$ cat config.mk
export PLATFORM = sky130hd
export DESIGN_NAME = seq_throughout_ch
export DESIGN_NICKNAME = d
export VERILOG_FILES = /design/src/rtl/seq_throughout_checker.sv
export SDC_FILE = /design/constraint.sdc
export NUM_CORES = 1
export LEC_CHECK = 0
export ABC_CLOCK_PERIOD_IN_PS = 4700
export CORE_AREA = 2 2 39 41
export DETAILED_ROUTE_END_ITERATION = 6
export DIE_AREA = 0 0 41 43
export PLACE_DENSITY = 0.67
export SLEW_MARGIN = 25
export SYNTH_ARGS = -nofsm -noshare
export SYNTH_HDL_FRONTEND = slang
export SYNTH_SLANG_ARGS = --single-unit
$ cat constraint.sdc
create_clock -name clk -period 4.7 [get_ports clk]
set_input_delay 1.175 -clock clk [delete_from_list [all_inputs] [get_ports clk]]
set_output_delay 1.175 -clock clk [all_outputs]
set_load 0.005 [all_outputs]
$ cat src/rtl/seq_throughout_checker.sv
// seq_throughout_checker
//   Multi-channel "rise(trig) |-> hold throughout (evt[->GOTO_N]) within
//   TIMEOUT cycles" monitor. Each channel runs a non-overlapping attempt and
//   reports registered pass/fail pulses with a fail cause. Saturating
//   aggregate counters and a sticky fail flag summarize all channels.
// Ports:
//   clk, rst      clock, synchronous active-high reset
//   en            global enable for new attempts (open attempts keep running)
//   clr           clears counters and sticky_fail only
//   trig/hold/evt per-channel antecedent / throughout signal / event
//   busy          attempt open per channel
//   pass/fail     one-cycle result pulses; fail_cause 2 bits per channel
//                 (01 hold dropped, 10 timeout)
//   pass_cnt/fail_cnt/ign_cnt  saturating totals; sticky_fail any-fail flag

// Per-channel attempt engine.
module seq_throughout_ch #(
  parameter int GOTO_N  = 1,
  parameter int TIMEOUT = 20
) (
  input  logic       clk,
  input  logic       rst,
  input  logic       rise,
  input  logic       en,
  input  logic       hold,
  input  logic       evt,
  output logic       busy,
  output logic       pass,
  output logic       fail,
  output logic [1:0] cause,
  output logic       pass_d,   // next-cycle pass, feeds the aggregate counters
  output logic       fail_d
);
  localparam int KW = (GOTO_N < 2) ? 1 : $clog2(GOTO_N + 1);
  localparam int TW = (TIMEOUT < 2) ? 1 : $clog2(TIMEOUT + 1);
  localparam logic [KW-1:0] K_LAST = KW'(GOTO_N - 1);
  localparam logic [TW-1:0] T_LAST = TW'((TIMEOUT == 0) ? 0 : TIMEOUT - 1);

  typedef enum logic {IDLE, ARMED} state_t;
  state_t        state;
  logic [KW-1:0] k, k_cur;
  logic [TW-1:0] t, t_cur;
  logic          eval, hit, tmo;
  logic [1:0]    cause_d;

  // An IDLE cycle with an enabled rise is cycle 0 of the attempt, so it is
  // evaluated with zeroed event count and window index.
  always_comb begin
    eval    = (state == ARMED) | (rise & en);
    k_cur   = (state == ARMED) ? k : '0;
    t_cur   = (state == ARMED) ? t : '0;
    hit     = evt & (k_cur == K_LAST);
    tmo     = (TIMEOUT != 0) && (t_cur == T_LAST);
    pass_d  = eval & hold & hit;
    fail_d  = eval & (~hold | (~hit & tmo));
    cause_d = 2'b00;
    if (fail_d) cause_d = hold ? 2'b10 : 2'b01;
  end

  always_ff @(posedge clk) begin
    if (rst) begin
      state <= IDLE;
      k     <= '0;
      t     <= '0;
      pass  <= 1'b0;
      fail  <= 1'b0;
      cause <= 2'b00;
    end else begin
      pass  <= pass_d;
      fail  <= fail_d;
      cause <= cause_d;
      if (eval) begin
        if (pass_d | fail_d) begin
          state <= IDLE;
        end else begin
          state <= ARMED;
          k     <= k_cur + KW'(evt);
          t     <= t_cur + TW'(1);
        end
      end
    end
  end

  assign busy = (state == ARMED);
endmodule


Word level (Yosys, flattened, before mapping)
Cells that the tools add are included.

Flip-flop bits (word level): 11. Bits of input ports: 6. Logic and storage cells: 29.

$add $sub $neg: 2. Equality and inequality tests: 1. Mux-type cells: 4. Bitwise logic cells: 14. Reduce and logical (&&, ||, !) cells: 2.

Operators by type and width (count): $and A1 B1 Y1 (6); $add A5 B1 Y5 const B (1); $eq A5 B5 Y1 const B (1); $mux W5 (1); $not A1 Y1 (5); $or A1 B1 Y1 (3); $mux W1 (2); $mux W2 (1); $reduce_and A2 Y1 (1); $reduce_or A2 Y1 (1); $add A1 B1 Y1 (1).

Depth between registers and ports, before layout
Gate-level depths: netlist of run 1.

Depth in word-level cells: 10. Gate-level depth with buffers: 8.

Least setup slack after synthesis of run 1
OpenSTA, ideal clock, no wires.

Kind: input port to output port. From: in evt. To: out fail_d. Arrival time: 2199 ps. Data required time: 3525 ps. Slack: 1326 ps. Stages on the path: 5. Buffers on the path: 1. Path through: ha_1 > nand4b_1 > or3_4 > buf_6 > a21oi_1.

Longest elaborated chain between the ends: 5.

Ends and longest elaborated chain: from (decl) (RTL line 26) `input logic evt,`; $and A1 B1 Y1 (RTL line 52) `hit = evt & (k_cur == K_LAST);`; $not A1 Y1 (RTL line 55) `fail_d = eval & (~hold | (~hit & tmo));`; $and A1 B1 Y1 (RTL line 55); $or A1 B1 Y1 (RTL line 55); $and A1 B1 Y1 (RTL line 55); to (decl) (RTL line 32) `output logic fail_d`.

No other way between the ends.

Final worst setup path of run 1
Ends and elaborated chain as after synthesis.

==> results of run 1 <==
## per-layer routing
| metal | vias up | wire length (µm) | share of wire, % | GRT usage, % |
|---|---|---|---|---|
| met2 | 10 | 405 | 43 | 18.1 |
| met1 | 206 | 450 | 48 | 19.0 |
| met3 | 5 | 49 | 5.2 | 3.14 |
| met5 | - | 0 | 0 | 0 |
| li1 | 239 | - | - | - |
| met4 | 0 | 40 | 4.2 | 12.0 |
## synth_stat cells, types with 2 or more instances
cell type	instances
a21oi_1	3
a21oi_2	2
a32o_1	2
and2_1	2
and3_1	2
dfxtp_1	11
ha_1	2
inv_1	2
nand2_1	4
nand3_1	5
nand4b_1	2
nor3_1	4
## cell type report
class / instances / share of cell area, %
multi-input cells: 40 / 41.9
flip-flops and latches: 11 / 32.5
repair buffers: 12 / 17.7
clock buffers: 4 / 3.87
well taps: 16 / 2.95
inverters: 2 / 1.11
## cell families after synthesis
kind of cell	after synthesis	share of synthesized area, %
AND/OR/NAND/NOR	25	28.3
AO/OA/AOI/OAI	13	19.7
flip-flops	11	40.8
buffers and inverters	6	6.50
adder cells (fa/ha/maj)	2	4.64
## registers in the layout, indices dropped and copies added, names as in the netlist
signal / cells
fail: 1
pass: 1
cause: 2
k: 1
t: 5
busy: 1
## critical path: stages
cell             delay, ns
clkdlybuf4s50_1       0.40
ha_1                  0.23
nand4b_1              0.17
or3_4                 0.42
a21oi_1               0.17
clkdlybuf4s50_1       0.51
## path summary, 6_finish.rpt
check / to / cells past startpoint
worst max register to register: t[3]$_SDFFE_PP0P_ / 6
worst min register to register: t[0]$_SDFFE_PP0P_ / 1
worst max-delay path: fail_d / 6
worst min-delay path: t[0]$_SDFFE_PP0P_ / 1
## where the power goes
part	switching [mW]	leakage, nW	internal [mW]
combinational	0.00732	0.125	0.00912
clock	0.0326	0.0150	0.0329
sequential	0.00110	0.0890	0.0947
total	0.0411	0.229	0.137
==> impl_metrics.json, run 1 <==
{
  "netlist_instances": 57,
  "diodes": 0,
  "min_period_ns": 4.26,
  "synth.avg_cell_area_um2": 9.46,
  "maxSlewHeadroom_pct": 60.8,
  "drt-pass1-iter-count": 4,
  "skew_ns": 0.00275,
  "dpl_cell_area_um2": 652,
  "die_h_um": 43,
  "mostFrequentLayoutCells": "12 x clkdlybuf4s50_1, 11 x dfxtp_1, 5 x nand3_1, 4 x nand2_1, 4 x nor3_1",
  "syn_area_um2": 539,
  "die_w_um": 41,
  "hold_path_class": "flip-flop to flip-flop",
  "clock-sinks": 11,
  "drv_cap": 0,
  "p_leak_nw": 0.229,
  "cts_tree": "yes",
  "dp_cells": 81,
  "row_count": 14,
  "final_cells": 85,
  "antenna_found_initial": 0,
  "cts_hold_buf": 0,
  "synth.net_count": 65,
  "drv_slew": 0,
  "startpoint_type": "input port",
  "final_common_cell": "clkdlybuf4s50_1",
  "status": "finished clean",
  "final_core_util_pct": 49.0,
  "worstReg2RegStart": "busy$_SDFFE_PP0P_",
  "core_um2": 1380,
  "gp_congestion": 0.800,
  "pre_cts_ws_ns": 0.444,
  "drtIter0Drc": 15,
  "grt_overflow_total": 0,
  "ir_drop_mv": 0.104,
  "clk_latency_ns": 0.27,
  "yosysTopAreaCell": "dfxtp_1",
  "clk_pin_slew_ns": 0.07,
  "p_per_area_nw_per_um2": 262,
  "fin_nets": 78,
  "wire_per_inst_um": 11.1,
  "via_count": 460,
  "die_area_um2": 1760,
  "cts_setup_buffers": 0,
  "path_max_fanout": 14,
  "required_ns": 3.52,
  "min_from": "t[0]$_SDFFE_PP0P_",
  "crit_path_start": "evt",
  "hold_viol": 0,
  "post_cts_resized": 0,
  "cts-root-buf": "clkbuf_4",
  "worstPathArrival_ns": 3.08,
  "postRouteAntennaNets": 0,
  "portBuffers": 12,
  "first_global_vias": 386,
  "timing_worst_setup_path_type": "input port to primary output",
  "endpoint_kind": "primary output",
  "start_util_pct": 39.0,
  "synth_ff_type": "dfxtp_1",
  "cts_buffer_depth": 2,
  "io_pins": 13,
  "rsz0062_at_grt": "no",
  "routed_wl_um": 945,
  "grt_max_degree": 15,
  "synth_enable_flop_cells": 0,
  "yosysUniqueCellTypes": 28,
  "synth_top_area_share_pct": 40.8,
  "worstMarginPinSlew_ns": 0.585,
  "fin_crit_sh_pct": 90.6,
  "drive_gt1_share_pct": 11.6,
  "fill_cells": 135,
  "ys_ff_latch": 11,
  "max_freq_mhz": 235,
  "setup_viol": 0,
  "setup_ws_ns": 0.442,
  "ff_latch_area_um2": 220,
  "final_area_um2": 678,
  "synth.area.top_cells": "dfxtp_1 41%, ha_1 4.6%, nand3_1 4.6%, a32o_1 3.7%, nor3_1 3.7%",
  "tns_ns": 0,
  "async_flop_share_pct": 0,
  "synth_seq_area_share_pct": 40.8,
  "grt_use_total_pct": 14.2,
  "route.detailed.drc": 0,
  "multi_input_area_um2": 284,
  "cts_buffers": 3,
  "htree_levels": 1,
  "yosys_warnings": 0,
  "syn_to_final_growth_pct": 25.8,
  "avgViaCountPerCell": 5.41,
  "hpwl_um": 663,
  "hold_ws_ns": 0.499,
  "p_total_mw": 0.178,
  "grt_pass1_wl_um": 1670,
  "r2r_slack_ns": 2.69
}
Power figures use the tool's default switching activity.
==> inputs of run 2 (changes only) <==
- CTS_BUF_LIST: not set -> sky130_fd_sc_hd__clkbuf_8
==> run 2 against run 1 <==
Sequential share of layout area is 0.87 points lower. Combinational power about the same. First-iteration DRC count is 27% lower. Non-clock buffer count unchanged. Largest cell class unchanged. Design area rose by 2.8%. Cell count stayed put. Die area stayed put. Sequential power barely moved.
==> impl_metrics.json, run 2 (synthesized netlist as in run 1, its figures left out) <==
{
  "status": "finished clean",
  "cts_buffers": 3,
  "grt_pass1_wl_um": 1680,
  "crit_path_start": "evt",
  "final_common_cell": "clkdlybuf4s50_1",
  "required_ns": 3.52,
  "hold_path_class": "flip-flop to flip-flop",
  "skew_ns": 0.000587,
  "syn_to_final_growth_pct": 29.2,
  "diodes": 0,
  "first_global_vias": 391,
  "ir_drop_mv": 0.130,
  "die_h_um": 43,
  "largest_register_ffs": 5,
  "hpwl_um": 663,
  "drv_slew": 0,
  "route.detailed.drc": 0,
  "wire_per_inst_um": 11.1,
  "clock-sinks": 11,
  "slowest_delay_ns": 0.51,
  "clk_latency_ns": 0.24,
  "core_um2": 1380,
  "crit_chain": "clkdlybuf4s50_1 -> ha_1 -> nand4b_1 -> or3_4 -> a21oi_1 -> clkdlybuf4s50_1",
  "cts_buffer_depth": 2,
  "htree_levels": 1,
  "grt_use_total_pct": 14.5,
  "tns_ns": 0,
  "postRouteAntennaNets": 0,
  "grt_max_degree": 15,
  "p_per_area_nw_per_um2": 294,
  "die_area_um2": 1760,
  "slowest_stage": "clkdlybuf4s50_1",
  "fin_nets": 78,
  "clk_pin_slew_ns": 0.05,
  "hold_viol": 0,
  "path_max_fanout": 14,
  "ff2ff_path_depth": 6,
  "die_w_um": 41,
  "cts-root-buf": "clkbuf_8",
  "row_count": 14,
  "portBuffers": 12,
  "r2r-end": "t[3]$_SDFFE_PP0P_",
  "fin_crit_sh_pct": 90.6,
  "timing_worst_setup_path_type": "input port to primary output",
  "maxSlewHeadroom_pct": 60.6,
  "io_pins": 13,
  "r2r_slack_ns": 2.70,
  "start_util_pct": 39.0,
  "drive_gt1_share_pct": 11.6,
  "top_register": "t",
  "min_from": "t[0]$_SDFFE_PP0P_",
  "antenna_found_initial": 0,
  "drv_cap": 0,
  "cts_tree": "yes",
  "dp_cells": 81,
  "gp_congestion": 0.800,
  "max_freq_mhz": 235,
  "crit_top_cell": "clkdlybuf4s50_1",
  "hold_end": "t[0]$_SDFFE_PP0P_",
  "worstHoldPathCells": 1,
  "avgViaCountPerCell": 5.55,
  "p_leak_nw": 0.240,
  "routed_wl_um": 946,
  "worstReg2RegStart": "busy$_SDFFE_PP0P_",
  "final_cells": 85,
  "rsz0062_at_grt": "no",
  "worstMarginPinSlew_ns": 0.589,
  "setup_viol": 0,
  "startpoint_type": "input port",
  "grt_overflow_total": 0,
  "endpoint_kind": "primary output",
  "post_cts_resized": 0,
  "drt-pass1-iter-count": 4,
  "top_regs": "t x5, cause x2",
  "min_period_ns": 4.26,
  "mostFrequentLayoutCells": "12 x clkdlybuf4s50_1, 11 x dfxtp_1, 5 x nand3_1, 4 x nand2_1, 4 x nor3_1",
  "drtIter0Drc": 11,
  "via_count": 472,
  "cts_setup_buffers": 0,
  "cts_hold_buf": 0,
  "worstPathArrival_ns": 3.08
}
==> run 2: how the worst max path moves through the flow <==
stage / slack [ns] / cells after the start / endpoint
2_1_floorplan: 1.33 / 5 / fail_d
3_3_place_gp: 0.46 / 6 / fail_d
3_5_place_dp: 0.44 / 6 / fail_d
4_1_cts: 0.44 / 6 / fail_d
5_1_grt: 0.34 / 6 / fail_d
6_report: 0.44 / 6 / fail_d
==> run 2: metal layers <==
metal / track usage (%) / share of wire (%)
met1: 19.0 / 46
met5: 0 / 0
met3: 4.71 / 5.5
met4: 12.0 / 4.2
met2: 18.1 / 44
==> run 2: report_power, final <==
group	internal, mW	switching [mW]	leakage, nW	total (mW)
clock network	0.0573	0.0353	0.0269	0.0926
registers	0.0950	0.00109	0.0890	0.0961
logic	0.00913	0.00732	0.125	0.0164
==> run 2: stage by stage <==
stage	power (mW)	util (%)	instance area (µm²)	hold slack (ns)	setup WS (ns)
2_1_floorplan	0.106	-	539	0.469	1.33
3_3_place_gp	0.114	47.1	652	0.488	0.458
3_5_place_dp	0.114	47.1	652	0.489	0.444
4_1_cts	0.207	50.4	697	0.496	0.439
5_1_grt	0.218	50.4	697	0.518	0.336
6_report	0.205	50.4	697	0.496	0.440
==> run 2: layout make-up <==
class / count / area (µm²)
clock buffer: 3 / 41.3
clock inverter: 1 / 3.75
fill: 130 / 687
inverter: 2 / 7.51
multi-input combinational: 40 / 284
sequential: 11 / 220
tap: 16 / 20.0
timing repair buffer: 12 / 120
==> run 2: critical path, delay by kind of cell <==
family | cells | cell delay [ns]
buf+inv | 2 | 0.91
simple gates | 2 | 0.59
fa+ha+maj | 1 | 0.23
compound gates | 1 | 0.17
==> inputs of run 3 (changes only) <==
- ABC_CLOCK_PERIOD_IN_PS: 4700 -> 4200
- CTS_BUF_LIST: sky130_fd_sc_hd__clkbuf_8 -> not set
- clock period: 4.7 -> 4.2 ns (I/O delays scaled with it)
==> run 3 against run 2 <==
Via count is 3.0% higher. Wire length is 21% higher. Power is 1.4% lower. Worst hold slack better by 0.012 ns. Count of clock-buffer cells in the layout is 1 higher. Cell count is 1.2% higher. Combinational power is 15% higher. Non-clock buffer count is 1 higher. Critical endpoint unchanged. Largest cell class unchanged.
==> impl_metrics.json, run 3 (synthesized netlist as in run 1, its figures left out) <==
{
  "status": "finished clean",
  "die_area_um2": 1760,
  "slowest_delay_ns": 0.51,
  "dpl_cell_area_um2": 659,
  "fill_cells": 139,
  "tns_ns": 0,
  "p_per_area_nw_per_um2": 295,
  "fin_crit_sh_pct": 93.0,
  "route.detailed.drc": 0,
  "fin_nets": 79,
  "first_global_vias": 373,
  "drtIter0Drc": 11,
  "min_from": "t[0]$_SDFFE_PP0P_",
  "start_util_pct": 39.0,
  "grt_max_degree": 14,
  "drv_slew": 0,
  "wire_per_inst_um": 13.3,
  "hold_path_class": "flip-flop to flip-flop",
  "timing_worst_setup_path_type": "input port to primary output",
  "min_period_ns": 3.91,
  "top_register": "t",
  "crit_top_cell": "clkdlybuf4s50_1",
  "slowest_stage": "clkdlybuf4s50_1",
  "hold_end": "t[0]$_SDFFE_PP0P_",
  "rsz0062_at_grt": "no",
  "clk_pin_slew_ns": 0.07,
  "pre_cts_ws_ns": 0.307,
  "cts_buffers": 3,
  "worstPathArrival_ns": 2.86,
  "row_count": 14,
  "p_total_mw": 0.202,
  "gp_congestion": 0.770,
  "core_um2": 1380,
  "startpoint_type": "input port",
  "drv_cap": 0,
  "final_common_cell": "clkdlybuf4s50_1",
  "cts_tree": "yes",
  "ir_drop_mv": 0.107,
  "drt-pass1-iter-count": 4,
  "hold_viol": 0,
  "cts-root-buf": "clkbuf_4",
  "avgViaCountPerCell": 5.65,
  "p_leak_nw": 0.233,
  "worstHoldPathCells": 1,
  "post_cts_resized": 0,
  "largest_register_ffs": 5,
  "ff2ff_path_depth": 7,
  "setup_viol": 0,
  "grt_pass1_wl_um": 1680,
  "r2r_slack_ns": 2.08,
  "clock-sinks": 11,
  "io_pins": 13,
  "drive_gt1_share_pct": 12.9,
  "cts_hold_buf": 0,
  "top_regs": "t x5, cause x2",
  "setup_ws_ns": 0.293,
  "worstMarginPinSlew_ns": 0.652,
  "clk_latency_ns": 0.27,
  "antenna_found_initial": 0,
  "postRouteAntennaNets": 0,
  "required_ns": 3.15,
  "maxSlewHeadroom_pct": 56.3,
  "via_count": 486,
  "cts_buffer_depth": 2,
  "diodes": 0,
  "max_freq_mhz": 256,
  "skew_ns": 0.000499,
  "portBuffers": 12,
  "crit_path_start": "evt",
  "endpoint_kind": "primary output",
  "path_max_fanout": 3,
  "worstReg2RegStart": "busy$_SDFFE_PP0P_",
  "syn_to_final_growth_pct": 27.1,
  "final_area_um2": 686,
  "htree_levels": 1,
  "die_h_um": 43,
  "crit_chain": "clkdlybuf4s50_1 -> ha_1 -> nand4b_1 -> or3_4 -> a21oi_1 -> clkdlybuf4s50_1",
  "r2r-end": "t[3]$_SDFFE_PP0P_",
  "hpwl_um": 754,
  "die_w_um": 41,
  "routed_wl_um": 1150,
  "grt_overflow_total": 0,
  "cts_setup_buffers": 0,
  "mostFrequentLayoutCells": "12 x clkdlybuf4s50_1, 11 x dfxtp_1, 5 x nand3_1, 4 x nand2_1, 4 x nor3_1",
  "grt_use_total_pct": 14.4
}
==> run 3: cell types whose count changed in the layout (fill, tap and decap cells not counted), sizes merged <==
cell | before | now
inv | 3 | 2
clkbuf | 3 | 4
buf | 0 | 1
==> run 3: critical path, delay by kind of cell <==
family / cells / cell delay (ns)
buf+inv: 2 / 0.92
simple gates: 2 / 0.51
fa+ha+maj: 1 / 0.23
compound gates: 1 / 0.14
==> run 3: layout make-up <==
type / instances / area (µm²) / share of cell area, %
inverters: 2 / 7.51 / 1.09
repair buffers: 13 / 128 / 18.6
clock buffers: 4 / 26.3 / 3.83
well taps: 16 / 20.0 / 2.92
flip-flops and latches: 11 / 220 / 32.1
multi-input cells: 40 / 284 / 41.4
==> run 3: layer usage <==
metal  vias to the layer above  routed length (µm)  global-route usage, %
li1                        239                   -                      -
met4                         0                  33                   10.0
met5                         -                   0                      0
met2                        14                 541                   20.6
met3                         5                  52                   3.14
met1                       228                 519                   18.1
==> run 3: worst max-delay path by stage <==
| stage | end | slack, ns | cells after the start |
|---|---|---|---|
| global placement | fail_d | 0.30 | 6 |
| global route | fail_d | 0.23 | 6 |
| floorplan | fail_d | 1.08 | 5 |
| CTS | fail_d | 0.28 | 6 |
| finish | fail_d | 0.29 | 6 |
| detailed placement | fail_d | 0.31 | 6 |
==> run 3: power breakdown <==
group	internal, mW	leakage [nW]	total, mW	switching, mW
logic	0.0103	0.129	0.0189	0.00868
registers	0.106	0.0890	0.107	0.00126
clock network	0.0369	0.0150	0.0762	0.0393
total	0.153	0.233	0.202	0.0493
==> run 3: stage by stage <==
stage                     instances  hold slack, ns  util [%]
after floorplan                  57           0.469         -
after detailed placement         82           0.498      47.6
after global routing             86           0.547      49.5
after CTS                        86           0.508      49.5
after global placement           82           0.485      47.6
final                            86           0.508      49.5
